## src/rtl/hazard_pkg.sv

```systemverilog
// Shared class/select encodings and the shadow-pipeline entry type for hazard_ctrl.
package hazard_pkg;

    // Register tags are stored at this width in stage entries and zero-extended from REG_AW.
    localparam int unsigned MAX_REG_AW = 8;

    typedef enum logic [2:0] {
        CLASS_ALU    = 3'd0,
        CLASS_LOAD   = 3'd1,
        CLASS_STORE  = 3'd2,
        CLASS_JUMP   = 3'd3,
        CLASS_BRANCH = 3'd4,
        CLASS_LONG   = 3'd5
    } d_class_e;

    typedef enum logic [1:0] {
        SEL_RF  = 2'd0,
        SEL_M2E = 2'd1,
        SEL_W2E = 2'd2,
        SEL_W2M = 2'd3
    } sel_e;

    typedef struct packed {
        logic                  valid;
        logic                  wr;
        logic [MAX_REG_AW-1:0] rd;
        logic [2:0]            cls;
    } stage_t;

    typedef struct packed {
        logic stall;
        logic load_use;
        sel_e sel;
    } src_res_t;

    // LONG results return through long_done, never through the shadow pipeline.
    function automatic logic class_writes(input logic [2:0] cls);
        return !(cls inside {CLASS_STORE, CLASS_BRANCH, CLASS_LONG});
    endfunction

endpackage

```

## src/rtl/hazard_scoreboard.sv

```systemverilog
// Pending-destination bits and outstanding-count tracking for the variable-latency long-op unit.
module hazard_scoreboard
    import hazard_pkg::*;
#(
    parameter int unsigned REG_AW     = 5,
    parameter int unsigned LONG_SLOTS = 2
) (
    input  logic                     clk_i,
    input  logic                     rst_i,
    input  logic                     issue_i,
    input  logic [REG_AW-1:0]        issue_rd_i,
    input  logic                     done_i,
    input  logic [REG_AW-1:0]        done_rd_i,
    output logic [(2**REG_AW)-1:0]   pending_o,
    output logic                     full_o
);

    localparam int unsigned NUM_REGS = 2 ** REG_AW;
    localparam int unsigned OcW      = $clog2(LONG_SLOTS + 1);

    logic [NUM_REGS-1:0] pending_q, pending_d;
    logic [OcW-1:0]      oc_q, oc_d;
    logic                done_ok;

    always_comb begin
        // A completion for an unknown tag or with nothing outstanding is dropped.
        done_ok   = done_i && (oc_q != '0) && pending_q[done_rd_i];
        pending_d = pending_q;
        if (done_ok) begin
            pending_d[done_rd_i] = 1'b0;
        end
        if (issue_i && (issue_rd_i != '0)) begin
            pending_d[issue_rd_i] = 1'b1;
        end
        oc_d = oc_q + OcW'(issue_i) - OcW'(done_ok);
    end

    always_ff @(posedge clk_i) begin
        if (rst_i) begin
            pending_q <= '0;
            oc_q      <= '0;
        end else begin
            pending_q <= pending_d;
            oc_q      <= oc_d;
        end
    end

    assign pending_o = pending_q;
    assign full_o    = (oc_q == OcW'(LONG_SLOTS));

endmodule

```

## src/rtl/hazard_ctrl.sv

```systemverilog
// Decode-stage stall/bypass control with an internal E/M/W tag pipeline and long-op scoreboard.
// Optional HAZARD_PERF_CNT_EN adds saturating stall_cycles / load_use_cycles counters.
module hazard_ctrl
    import hazard_pkg::*;
#(
    parameter int unsigned REG_AW           = 5,
    parameter int unsigned LONG_SLOTS       = 2,
    parameter bit          RF_WRITE_THROUGH = 1'b0
) (
    input  logic              clock,
    input  logic              reset,
    input  logic              d_valid,
    input  logic [REG_AW-1:0] d_rs1,
    input  logic [REG_AW-1:0] d_rs2,
    input  logic              d_use_rs1,
    input  logic              d_use_rs2,
    input  logic [REG_AW-1:0] d_rd,
    input  logic [2:0]        d_class,
    input  logic              flush,
    input  logic              long_done,
    input  logic [REG_AW-1:0] long_rd,
    output logic              stall,
    output logic [1:0]        rs1_sel,
    output logic [1:0]        rs2_sel
`ifdef HAZARD_PERF_CNT_EN
    ,
    output logic [31:0]       stall_cycles,
    output logic [31:0]       load_use_cycles
`endif
);

    localparam int unsigned NUM_REGS = 2 ** REG_AW;

    stage_t              e_q, m_q, w_q, d_entry;
    logic [NUM_REGS-1:0] pending;
    logic                long_full;
    src_res_t            rs1_res, rs2_res;
    logic                sb_stall, stall_raw, issue;

    function automatic logic [MAX_REG_AW-1:0] ext_rd(input logic [REG_AW-1:0] r);
        return MAX_REG_AW'(r);
    endfunction

    function automatic logic stage_hit(input stage_t s, input logic [REG_AW-1:0] rs);
        return s.valid && s.wr && (s.rd == ext_rd(rs));
    endfunction

    // Youngest producer wins; store data from a load in E is caught later on the W->M path.
    function automatic src_res_t check_src(input logic use_src, input logic [REG_AW-1:0] rs,
                                           input logic store_data, input stage_t e,
                                           input stage_t m, input stage_t w);
        src_res_t res;
        res = '{stall: 1'b0, load_use: 1'b0, sel: SEL_RF};
        if (use_src && (rs != '0)) begin
            if (stage_hit(e, rs)) begin
                if ((e.cls == CLASS_LOAD) && store_data) begin
                    res.sel = SEL_W2M;
                end else if (e.cls inside {CLASS_LOAD, CLASS_JUMP}) begin
                    res.stall    = 1'b1;
                    res.load_use = (e.cls == CLASS_LOAD);
                end else begin
                    res.sel = SEL_M2E;
                end
            end else if (stage_hit(m, rs)) begin
                res.sel = SEL_W2E;
            end else if (stage_hit(w, rs)) begin
                res.stall = !RF_WRITE_THROUGH;
            end
        end
        return res;
    endfunction

    always_comb begin
        rs1_res = check_src(d_use_rs1, d_rs1, 1'b0, e_q, m_q, w_q);
        rs2_res = check_src(d_use_rs2, d_rs2, d_class == CLASS_STORE, e_q, m_q, w_q);

        sb_stall = (d_use_rs1 && pending[d_rs1])
                || (d_use_rs2 && pending[d_rs2])
                || ((d_rd != '0) && pending[d_rd])
                || ((d_class == CLASS_LONG) && long_full);

        stall_raw = d_valid && (rs1_res.stall || rs2_res.stall || sb_stall);
        issue     = !reset && d_valid && !stall_raw && !flush;

        stall   = !reset && stall_raw;
        rs1_sel = (!reset && d_valid) ? rs1_res.sel : SEL_RF;
        rs2_sel = (!reset && d_valid) ? rs2_res.sel : SEL_RF;

        d_entry.valid = 1'b1;
        d_entry.wr    = (d_rd != '0) && class_writes(d_class);
        d_entry.rd    = ext_rd(d_rd);
        d_entry.cls   = d_class;
    end

    always_ff @(posedge clock) begin
        if (reset) begin
            e_q <= '0;
            m_q <= '0;
            w_q <= '0;
        end else begin
            w_q <= m_q;
            m_q <= e_q;
            e_q <= issue ? d_entry : '0;
        end
    end

    hazard_scoreboard #(
        .REG_AW     (REG_AW),
        .LONG_SLOTS (LONG_SLOTS)
    ) u_scoreboard (
        .clk_i      (clock),
        .rst_i      (reset),
        .issue_i    (issue && (d_class == CLASS_LONG)),
        .issue_rd_i (d_rd),
        .done_i     (long_done),
        .done_rd_i  (long_rd),
        .pending_o  (pending),
        .full_o     (long_full)
    );

`ifdef HAZARD_PERF_CNT_EN
    logic [31:0] stall_cnt_q, load_use_cnt_q;
    logic        load_use_stall;

    assign load_use_stall = stall && (rs1_res.load_use || rs2_res.load_use);

    always_ff @(posedge clock) begin
        if (reset) begin
            stall_cnt_q    <= '0;
            load_use_cnt_q <= '0;
        end else begin
            if (stall && !flush && (stall_cnt_q != '1)) begin
                stall_cnt_q <= stall_cnt_q + 32'd1;
            end
            if (load_use_stall && (load_use_cnt_q != '1)) begin
                load_use_cnt_q <= load_use_cnt_q + 32'd1;
            end
        end
    end

    assign stall_cycles    = stall_cnt_q;
    assign load_use_cycles = load_use_cnt_q;

    logic unused_w_cls;
    assign unused_w_cls = ^w_q.cls;
`else
    logic unused_sigs;
    assign unused_sigs = ^{w_q.cls, rs1_res.load_use, rs2_res.load_use};
`endif

endmodule

```

## config.mk

```make
export PLATFORM = sky130hd
export DESIGN_NAME = hazard_ctrl
export DESIGN_NICKNAME = d
export VERILOG_FILES = /design/src/rtl/hazard_pkg.sv /design/src/rtl/hazard_scoreboard.sv /design/src/rtl/hazard_ctrl.sv
export SDC_FILE = /design/constraint.sdc
export NUM_CORES = 1
export LEC_CHECK = 0
export CAP_MARGIN = 20
export CORE_UTILIZATION = 55
export CTS_BUF_LIST = sky130_fd_sc_hd__clkbuf_8
export CTS_CLUSTER_DIAMETER = 120
export DETAILED_ROUTE_END_ITERATION = 10
export MAX_ROUTING_LAYER = met4
export PLACE_DENSITY = 0.75
export SLEW_MARGIN = 10
export SYNTH_ARGS = -nofsm -noshare
export SYNTH_HDL_FRONTEND = slang
export SYNTH_SLANG_ARGS = --single-unit
```

## constraint.sdc

```tcl
create_clock -name clock -period 4.2 [get_ports clock]
set_input_delay 0.63 -clock clock [delete_from_list [all_inputs] [get_ports clock]]
set_output_delay 0.63 -clock clock [all_outputs]
set_load 0.01 [all_outputs]
```

Word-level counts from Yosys, hierarchy flattened
Cells that the tools add are included.
{"block": "word_totals", "ff_bits": 67, "out_inout_bits": 5, "word_cells": 116, "input_bits": 30}
{"block": "op_classes", "reduce_logical": 44, "n_eq_ne": 12, "n_lt_le_gt_ge": 6, "add_sub_neg": 2, "mux": 35, "n_bitwise": 4}
{"operator": "2-to-1 mux 32 bit", "count": 2}
{"operator": "== test 8 x 5 -> 1 bit", "count": 6}
{"operator": "AND 32 bit", "count": 1}
{"operator": "inverter 32 bit", "count": 1}
{"operator": "bitwise OR 32 bit", "count": 1}
{"operator": "logical AND 1 bit", "count": 28}
{"operator": "less-than comparator 5 x 6 -> 1 bit, second input constant", "count": 4}
{"operator": "binary-select mux 1 bit (select 5 bit)", "count": 4}
{"operator": "2-to-1 mux 2 bit", "count": 9}
{"operator": "2-to-1 mux 1 bit", "count": 15}
{"operator": "nonzero test 5 bit", "count": 3}
{"operator": "2-to-1 mux 13 bit", "count": 1}
{"operator": "demux 1 bit (select 5 bit)", "count": 2}
{"operator": "greater-or-equal comparator 5 x 1 -> 1 bit, second input constant", "count": 2}
{"operator": "2-to-1 mux 4 bit", "count": 2}
{"operator": "== test 3 x 2 -> 1 bit, second input constant", "count": 2}
{"operator": "== test 3 bit, second input constant", "count": 2}
{"operator": "logical OR 1 bit", "count": 5}
{"operator": "logical NOT 1 bit", "count": 4}
{"operator": "nonzero test 2 bit", "count": 2}
{"operator": "== test 3 x 1 -> 1 bit, second input constant", "count": 1}
{"operator": "nonzero test 3 bit", "count": 1}
{"operator": "adder 2 x 1 -> 2 bit", "count": 1}
{"operator": "== test 2 bit, second input constant", "count": 1}
{"operator": "other kinds (3)", "count": 3}

Logic depth before layout (Yosys ltp)
{"block": "logic_depth", "ltp_word": 15, "mapped_depth": 15, "mapped_depth_nobuf": 12}

Hierarchy
From an unflattened synthesis, not the netlist that was laid out.
{"block": "hier_totals", "cells_unflattened": 476, "area_unflattened_um2": 4235.3}
{"mod": "hazard_ctrl", "area_each_um2": 2144.6, "cells_each": 211, "n_inst": 1}
{"mod": "hazard_scoreboard", "area_each_um2": 2090.8, "cells_each": 265, "n_inst": 1}

Worst setup path after synthesis
Ideal clock, no wire load.
{"block": "synth_path", "path_type": "input-to-reg", "startpoint": "in d_rs2[0]", "endpoint": "reg u_scoreboard.oc_q[1]", "stages": 13, "t_arrival_ps": 3368, "slack_ps": 705, "setup_ps": 128, "t_required_ps": 4072, "n_path_buf": 2, "cell_sequence": "buf_6 > mux4_2 > mux2_2 > a221o_1 > a31oi_1 > nand3_2 > buf_2 > or2_2 > ha_1 > inv_1 > ha_1 > xnor2_1 > nor2_1"}
{"block": "synth_between", "elab_chain_len": 15, "elab_cells_between_ends": 27, "cone_classes": "add/sub: 2; eq/ne: 3; mux: 6; reduce/logical: 16"}
{"element": "start: declaration", "line_no": "hazard_ctrl.sv:14", "rtl": "input logic [REG_AW-1:0] d_rs2,"}
{"element": "== test 8 x 5 -> 1 bit", "line_no": "hazard_ctrl.sv:45", "rtl": "return s.valid && s.wr && (s.rd == ext_rd(rs));"}
{"element": "logical AND 1 bit", "line_no": "hazard_ctrl.sv:45"}
{"element": "2-to-1 mux 1 bit", "line_no": "hazard_ctrl.sv:66", "rtl": "end else if (stage_hit(w, rs)) begin"}
{"element": "2-to-1 mux 1 bit", "line_no": "hazard_ctrl.sv:64", "rtl": "end else if (stage_hit(m, rs)) begin"}
{"element": "2-to-1 mux 1 bit", "line_no": "hazard_ctrl.sv:55", "rtl": "if (stage_hit(e, rs)) begin"}
{"element": "2-to-1 mux 4 bit", "line_no": "hazard_ctrl.sv:54", "rtl": "if (use_src && (rs != '0)) begin"}
{"element": "logical OR 1 bit", "line_no": "hazard_ctrl.sv:82", "rtl": "stall_raw = d_valid && (rs1_res.stall || rs2_res.stall || sb_stall);"}
{"element": "logical OR 1 bit *", "line_no": "hazard_ctrl.sv:82"}
{"element": "logical AND 1 bit *", "line_no": "hazard_ctrl.sv:82"}
{"element": "logical NOT 1 bit *", "line_no": "hazard_ctrl.sv:83", "rtl": "issue = !reset && d_valid && !stall_raw && !flush;"}
{"element": "logical AND 1 bit * (2 in series)", "line_no": "hazard_ctrl.sv:83"}
{"element": "logical AND 1 bit *", "line_no": "hazard_ctrl.sv:113", "rtl": ".issue_i (issue && (d_class == CLASS_LONG)),"}
{"element": "adder 2 x 1 -> 2 bit *", "line_no": "hazard_scoreboard.sv:35", "rtl": "oc_d = oc_q + OcW'(issue_i) - OcW'(done_ok);"}
{"element": "subtractor 2 x 1 -> 2 bit *", "line_no": "hazard_scoreboard.sv:35"}
{"element": "end signal: assignment", "line_no": "hazard_scoreboard.sv:41", "rtl": "oc_q <= '0;"}
{"element": "end signal: assignment", "line_no": "hazard_scoreboard.sv:44", "rtl": "oc_q <= oc_d;"}
{"element": "end: declaration", "line_no": "hazard_scoreboard.sv:22", "rtl": "logic [OcW-1:0] oc_q, oc_d;"}
Mark *: on every way between the ends. The rest lies on a longest branch, timed or not. The select of a mux whose other input is x is not followed.
A chain may end at the register's enable or synchronous reset.

Worst setup path in the final report
{"block": "layout_path", "startpoint": "in d_rs2[0]", "endpoint": "out stall"}
{"block": "layout_between", "elab_chain_len": 10, "elab_cells_between_ends": 22, "cone_classes": "eq/ne: 3; mux: 6; reduce/logical: 13"}
{"element": "== test 8 x 5 -> 1 bit", "line_no": "hazard_ctrl.sv:45"}
{"element": "logical AND 1 bit", "line_no": "hazard_ctrl.sv:45"}
{"element": "2-to-1 mux 1 bit", "line_no": "hazard_ctrl.sv:66"}
{"element": "2-to-1 mux 1 bit", "line_no": "hazard_ctrl.sv:64"}
{"element": "2-to-1 mux 1 bit", "line_no": "hazard_ctrl.sv:55"}
{"element": "2-to-1 mux 4 bit", "line_no": "hazard_ctrl.sv:54"}
{"element": "logical OR 1 bit", "line_no": "hazard_ctrl.sv:82"}
{"element": "logical OR 1 bit *", "line_no": "hazard_ctrl.sv:82"}
{"element": "logical AND 1 bit *", "line_no": "hazard_ctrl.sv:82"}
{"element": "logical AND 1 bit *", "line_no": "hazard_ctrl.sv:85", "rtl": "stall = !reset && stall_raw;"}
{"element": "end: declaration", "line_no": "hazard_ctrl.sv:22", "rtl": "output logic stall,"}
Marks and branches as above.

==> qor.txt <==
==============================================================================
Setup clock skew after layout ...................................   0.00808 ns
Element type at the critical path end ........................... primary output
Worst-case clock buffer depth ...................................            2
Synth area leader ............................................... sky130_fd_sc_hd__dfxtp_1
Finish-stage setup viols ........................................            0
Summed instance area of the synthesized netlist .................    3960 um^2
Number of global-route vias before repair .......................         3624
Dominant combinational cell family by area after synthesis ...... compound AO/OA/AOI/OAI gates
Detail Route Antenna Nets .......................................            0
Total Power .....................................................      1.26 mW
Antenna violations before repair ................................            0
Multiplexer share of the synthesized area .......................        17.8%
Estimated wirelength of the detail-placed design ................      8500 um
Flop and latch count out of synthesis ...........................           58
Number of hold-slack violations in the final timing report ......            0
Std cell rows ...................................................           30
Layout cells sized above 1 ......................................        16.6%
Maximum number of pins on one net before global-route repair ....           42
Input/output buffers ............................................           34
Total Die Area ..................................................    7540 um^2
Chip Width ......................................................      86.8 um
Top Ports .......................................................           35
Combined global-route utilization of all metal layers ...........        34.4%
Post-detailed-routing wire length ...............................     11900 um
Congestion Overflow GR ..........................................            0
Worst path top cell family by delay ............................. buffers and inverters
Xor/xnor share of the synthesized area ..........................        7.08%
Post-synthesis adder-cell area fraction .........................       0.632%
Final critical-path required period .............................      4.04 ns
# clock sinks ...................................................           58
Cell chain of the critical path ................................. clkdlybuf4s50_1 -> mux4_2 -> mux2_2 -> a221o_1 -> a31oi_1 -> a31oi_1 -> clkdlybuf4s50_1
Outcome ......................................................... complete, no violations
Int Pwr .........................................................     0.916 mW
Crit start category ............................................. primary input
Worst Path Class, Setup .........................................       in2out
Standard cell core area .........................................    6870 um^2
Total area of multi-input combinational cells ...................    2600 um^2
Share of power burned in combinational logic ....................        15.0%
Final critical-path share of the clock period ...................        96.2%
Worst slew margin ...............................................        47.7%
DRC violation total after the first TritonRoute iteration .......          409
Main area contributors after synthesis .......................... sky130_fd_sc_hd__dfxtp_1 (29%), sky130_fd_sc_hd__mux4_2 (11%), sky130_fd_sc_hd__o311ai_0 (5.5%)
Number of remaining DRC errors ..................................            0
Area share of the largest cell type after synthesis .............        29.3%
Max-cap violation count .........................................            0
Switching Share .................................................        27.2%
# fillers .......................................................          582
Sequential Area .................................................    1160 um^2
CP peak stage delay .............................................      0.58 ns
Syn Nets ........................................................          443
Maximum ir drop on the vdd rail .................................       214 uV
Average footprint of a synthesized cell .........................    9.63 um^2
Max Freq ........................................................    0.248 GHz
Final layout net count ..........................................          468
Avg WL per Cell .................................................      22.1 um
Sequential power share ..........................................        44.3%
Wire length of the first global-routing pass ....................     18700 um
Count of buffer and inverter cells on the critical path .........            2
DR vias/cell ....................................................         6.92
CTS HTree Levels ................................................            3
Fraction of power consumed by the clock network .................        40.8%
Leak ............................................................      1.57 nW
Maximum net fanout on the critical path .........................            4
Vias ............................................................         3716
Slew at the pin with the worst max-slew slack ...................     0.774 ns
Worst hold slack ................................................     0.473 ns
Number of max-slew violations in the final report ...............            0
CTS Buf Count ...................................................            9
Data required time at the worst endpoint ........................      3.57 ns
Total power divided by cell area ................................  274 nW/um^2
Hold WC Path Type ...............................................      reg2reg
Area growth syn-to-layout .......................................        16.1%
Post-synthesis sequential area ratio ............................        29.3%
Synthesized-area fraction occupied by ao, oa, aoi and oai cells .        19.9%
Final instance count without filler cells .......................          537
Number of diodes ................................................            0
Count of distinct cell types in the synthesized netlist .........           50
Clock-pin transition on the worst setup and hold timing paths ...      0.07 ns
Net switching power .............................................     0.343 mW
Root cell of the clock tree ..................................... sky130_fd_sc_hd__clkbuf_8
Ys Warns ........................................................            0
Die span in y ...................................................      86.8 um
Simple logic cell fraction of the synthesized area ..............        19.9%
Routability-driven placement congestion ratio ...................        0.936
TritonCTS clock tree ............................................        built
First drt pass iteration count ..................................            5
WP data arrival .................................................      3.41 ns
Number of standard cells after synthesis ........................          411
Initial standard-cell utilization of the core ...................        57.6%
Standard cell with the maximum stage delay on the critical path . sky130_fd_sc_hd__clkdlybuf4s50_1
Post-Place Cells ................................................          521
Clock latency on the worst-skew pair ............................      0.35 ns
==============================================================================
-- path summary, 6_finish.rpt --
path,start,to,slack (ns),cells past startpoint
worst max-delay path,d_rs2[0],stall,0.16,7
worst min-delay path,m_q[11]$_SDFF_PP0_,w_q[11]$_SDFF_PP0_,0.47,1
worst max register to register,u_scoreboard.pending_o[13]$_SDFF_PP0_,u_scoreboard.oc_q[1]$_SDFF_PP0_,1.07,11
worst min register to register,m_q[11]$_SDFF_PP0_,w_q[11]$_SDFF_PP0_,0.47,1
-- cell families after synthesis --
group,after synthesis
fa+ha+maj,2
compound gates,95
mux,45
simple gates,132
flops,58
xor+xnor,32
buf+inv,47
-- state kept, by name, summed over array words and instances, names as in the netlist --
register / cells
u_scoreboard.oc_q: 2
m_q: 7
e_q: 10
w_q: 7
u_scoreboard.pending_o: 32
-- cells in the mapped netlist, drive strengths merged --
| master | count |
|---|---|
| a221o | 1 |
| a211oi | 1 |
| a31oi | 2 |
| xnor2 | 19 |
| nand3 | 4 |
| clkbuf | 27 |
| or2 | 2 |
| o32ai | 1 |
| a41oi | 1 |
| and3b | 1 |
| o311ai | 25 |
| o221ai | 1 |
| o21a | 1 |
| o31ai | 4 |
| nor2b | 21 |
| nor3 | 6 |
| buf | 14 |
| nor2 | 19 |
| or3b | 5 |
| mux4 | 20 |
| o22a | 1 |
| dfxtp | 58 |
| nand4 | 9 |
| o211ai | 2 |
| ha | 2 |
| nand2b | 8 |
| o41ai | 22 |
| a21oi | 3 |
| o311a | 8 |
| a32oi | 2 |
| nand3b | 9 |
| mux2 | 4 |
| mux2i | 21 |
| nor4 | 9 |
| o21bai | 6 |
| o221a | 1 |
| inv | 6 |
| nor4b | 11 |
| xor2 | 13 |
| o21ai | 7 |
| or3 | 7 |
| o22ai | 6 |
| and3 | 1 |
| nand2 | 20 |
-- routing by layer --
| layer | track usage [%] | up-vias | routed length [um] |
|---|---|---|---|
| met3 | 7.81 | 31 | 1090 |
| li1 | - | 1681 | - |
| met1 | 45.3 | 1809 | 5160 |
| met4 | 13.3 | 0 | 274 |
| met2 | 51.3 | 195 | 5330 |
| met5 | - | - | 0 |
-- cells in the final DEF, fill, tap and decap left out, drive strengths merged, types with 5 or more instances in the layout --
cell	n
nand2b	8
o21bai	6
o311a	8
o41ai	22
clkbuf	10
nand3b	9
o21ai	7
nor3	6
or3	7
nand4	9
clkdlybuf4s50	34
o311ai	25
xnor2	19
buf	21
mux4	20
nor2b	21
nand2	20
dfxtp	58
inv	7
o22ai	6
nor4b	11
nor2	19
xor2	13
or3b	5
mux2i	21
nor4	9
-- area by class of cell --
| class | count | share of cell area [%] |
|---|---|---|
| clock inverter | 6 | 1.25 |
| multi-input combinational | 306 | 56.5 |
| sequential | 58 | 25.3 |
| clock buffer | 10 | 3.00 |
| inverter | 6 | 0.490 |
| tap | 96 | 2.62 |
| timing repair buffer | 55 | 10.8 |
-- through the flow --
stage	setup TNS, ns	setup slack, ns	utilization [%]	area [um^2]
5_1_grt	-0.00707	-0.00707	66.9	4590
3_3_place_gp	0	0.199	63.9	4390
6_report	0	0.161	66.9	4590
3_5_place_dp	0	0.162	63.9	4390
4_1_cts	0	0.159	66.8	4590
2_1_floorplan	0	0.705	-	3960
-- power by group through the flow --
stage | sequential [mW] | clock, mW | combinational, mW
after global placement | 0.570 | 0 | 0.181
after global routing | 0.557 | 0.540 | 0.200
final | 0.557 | 0.513 | 0.189
after floorplan | 0.569 | 0 | 0.114
after detailed placement | 0.570 | 0 | 0.184
after CTS | 0.557 | 0.521 | 0.185
-- repair_timing --
| action | 4_1_cts | 5_1_grt |
|---|---|---|
| setup buffers | 0 | 0 |
| resized for setup | 0 | 1 |
| setup endpoints to repair | 0 | 1 |
| hold buffers | 0 | 0 |
(Power assumes the default switching activity.)
==> RTL change, RTL diff (same flow settings) <==
`LONG_SLOTS` is set to 2 in 2 places; all go to 1.
--- a/src/rtl/hazard_scoreboard.sv
+++ b/src/rtl/hazard_scoreboard.sv
@@ -4,5 +4,5 @@
 #(
     parameter int unsigned REG_AW     = 5,
-    parameter int unsigned LONG_SLOTS = 2
+    parameter int unsigned LONG_SLOTS = 1
 ) (
     input  logic                     clk_i,
--- a/src/rtl/hazard_ctrl.sv
+++ b/src/rtl/hazard_ctrl.sv
@@ -5,5 +5,5 @@
 #(
     parameter int unsigned REG_AW           = 5,
-    parameter int unsigned LONG_SLOTS       = 2,
+    parameter int unsigned LONG_SLOTS       = 1,
     parameter bit          RF_WRITE_THROUGH = 1'b0
 ) (
Check against the original RTL: not equivalent (a bounded check fails within 4 cycles, from zero or initial values and one cycle with reset high).
==> RTL change against the unedited design <==
Clock power up 24%; critical path depth up 3; global-route usage down 0.17 points; power up 9.0%; critical path type unchanged; first-iteration DRC count down 21%; sequential cell count down 1; cell area up 4.0%; worst setup slack better by 0.0039 ns; synthesized area up 1.3%; routed wire length down 0.64%.
==> RTL change: results (changes against the unedited design) <==
drt:
  viasPerCell: 6.469  # -6.5%
  routed_wl_mm: 11.78  # -0.64%
  met3_length_mm: 1.318  # +21%
  dr.pass1.iters: 5  # unchanged
  drt-initial-drc-count: 323  # -21%
  wl_met2_mm: 5.476  # +2.7%
  wl_met1_mm: 4.716  # -8.5%
clock_network:
  clk_latency_ns: 0.35  # about the same
  numCtsBuffers: 9  # unchanged
pwr:
  p_sw_uw: 336.1  # -2.0%
  total_leakage_power_nw: 1.704  # +8.6%
  seqPwrFrac_pct: 40.1  # -4.2 points
  power_clock_uw: 638  # +24%
  pwr-share-clk_pct: 46.4  # +5.6 points
  ir_drop_mv: 0.2087  # -2.6%
logic_synthesis:
  synth_compound_area_share_pct: 17.05  # -2.9 points
  synth_fp_nets: 463  # +4.5%
  seq_area_frac_synth_pct: 28.47  # -0.87 points
  synth_cell_types: 51  # +2.0%
  netlist_top_cells_count: "dfxtp_1, nor2b_1, o21ai_0"
  muxShareOfSynthArea_pct: 19.83  # +2.0 points
  synth_area_leaders: "dfxtp_1, mux4_2, nor2b_1"
  synthAdderAreaFrac_pct: 0  # -0.63 points
  synth-xor-area-share_pct: 6.556  # -0.53 points
sta:
  finalClockSkew_ns: 0.006922  # -0.001159 ns
  period_share_pct: 96.07  # about the same
  worst_pin_slew_ns: 0.6581  # -0.1156 ns
  worst_hold_slack_ns: 0.4651  # -0.007828 ns
status:
  status: "completed"
worst_hold_path:
  hold_class: "flip-flop to flip-flop"
  hp-start: "m_q[11]"
grt:
  grt_max_degree: 48  # +14%
  grt_pass1_vias: 3573  # -1.4%
  met3_usage_pct: 10.05  # +2.2 points
  grt-ovfl-total: 0  # unchanged
  met2_usage_pct: 52.06  # +0.74 points
  grtUsageMet1_pct: 43.57  # -1.7 points
  grt_pass1_wl_mm: 18.61  # -0.59%
  grt_usage_pct: 34.19  # -0.17 points
worst_setup_path:
  worst_r2r_endpoint: "u_scoreboard.pending_o[16]"
  r2r_start: "u_scoreboard.pending_o[31]"
  worstPathArrival_ns: 3.40  # about the same
  rrSetupSlack_ns: 1.62  # +0.55 ns
  cp_max_fo: 12  # +8
  startpoint: "d_rs2[1]"
  reg2reg_depth: 7  # -4
  crit_path_end: "stall"
  slowest_stage: "clkdlybuf4s50_1"
  cpPeakStageDelay_ns: 0.51  # -0.07 ns
layout:
  n_fill_cell: 560  # -3.8%
  drive_gt1_share_pct: 18.28  # +1.7 points
  antenna_cells: 0  # unchanged
  nNetsFinal: 501  # +7.1%
placement:
  dp_hpwl_mm: 8.322  # -2.1%
  place_area_um2: 4514  # +2.8%
  post-place-ws_ns: 0.06950  # -0.09211 ns
  gp_congestion: 0.9434  # +0.84%
==> RTL change: cell types whose count changed after synthesis, moves of 6 or more <==
cell / delta
nor2b_1: +23
nor4_1: -7
a22oi_1: +6
clkbuf_1: -9
o31ai_2: +9
o21ai_0: +33
o311ai_0: -25
nor4b_1: -9
inv_1: +9
o311a_1: -8
xor2_1: -7
a211o_1: +8
o41ai_1: -22
o21bai_1: -6
==> RTL change: area by class of cell <==
class                      count  area [um^2]  area share [%]
sequential                    57         1141           23.88
multi-input combinational    331         2678           56.04
clock inverter                 6        106.4           2.226
timing repair buffer          57        539.3           11.29
tap                           96        120.1           2.514
clock buffer                  10        137.6           2.880
inverter                      15        56.30           1.178
==> RTL change: per-stage QoR <==
step	std cells	TNS, ns	utilization (%)
4_1_cts	572	0	68.89
5_1_grt	572	-0.04508	69.18
3_3_place_gp	556	0	65.36
6_report	572	0	69.18
3_5_place_dp	556	0	65.36
2_1_floorplan	433	0	-
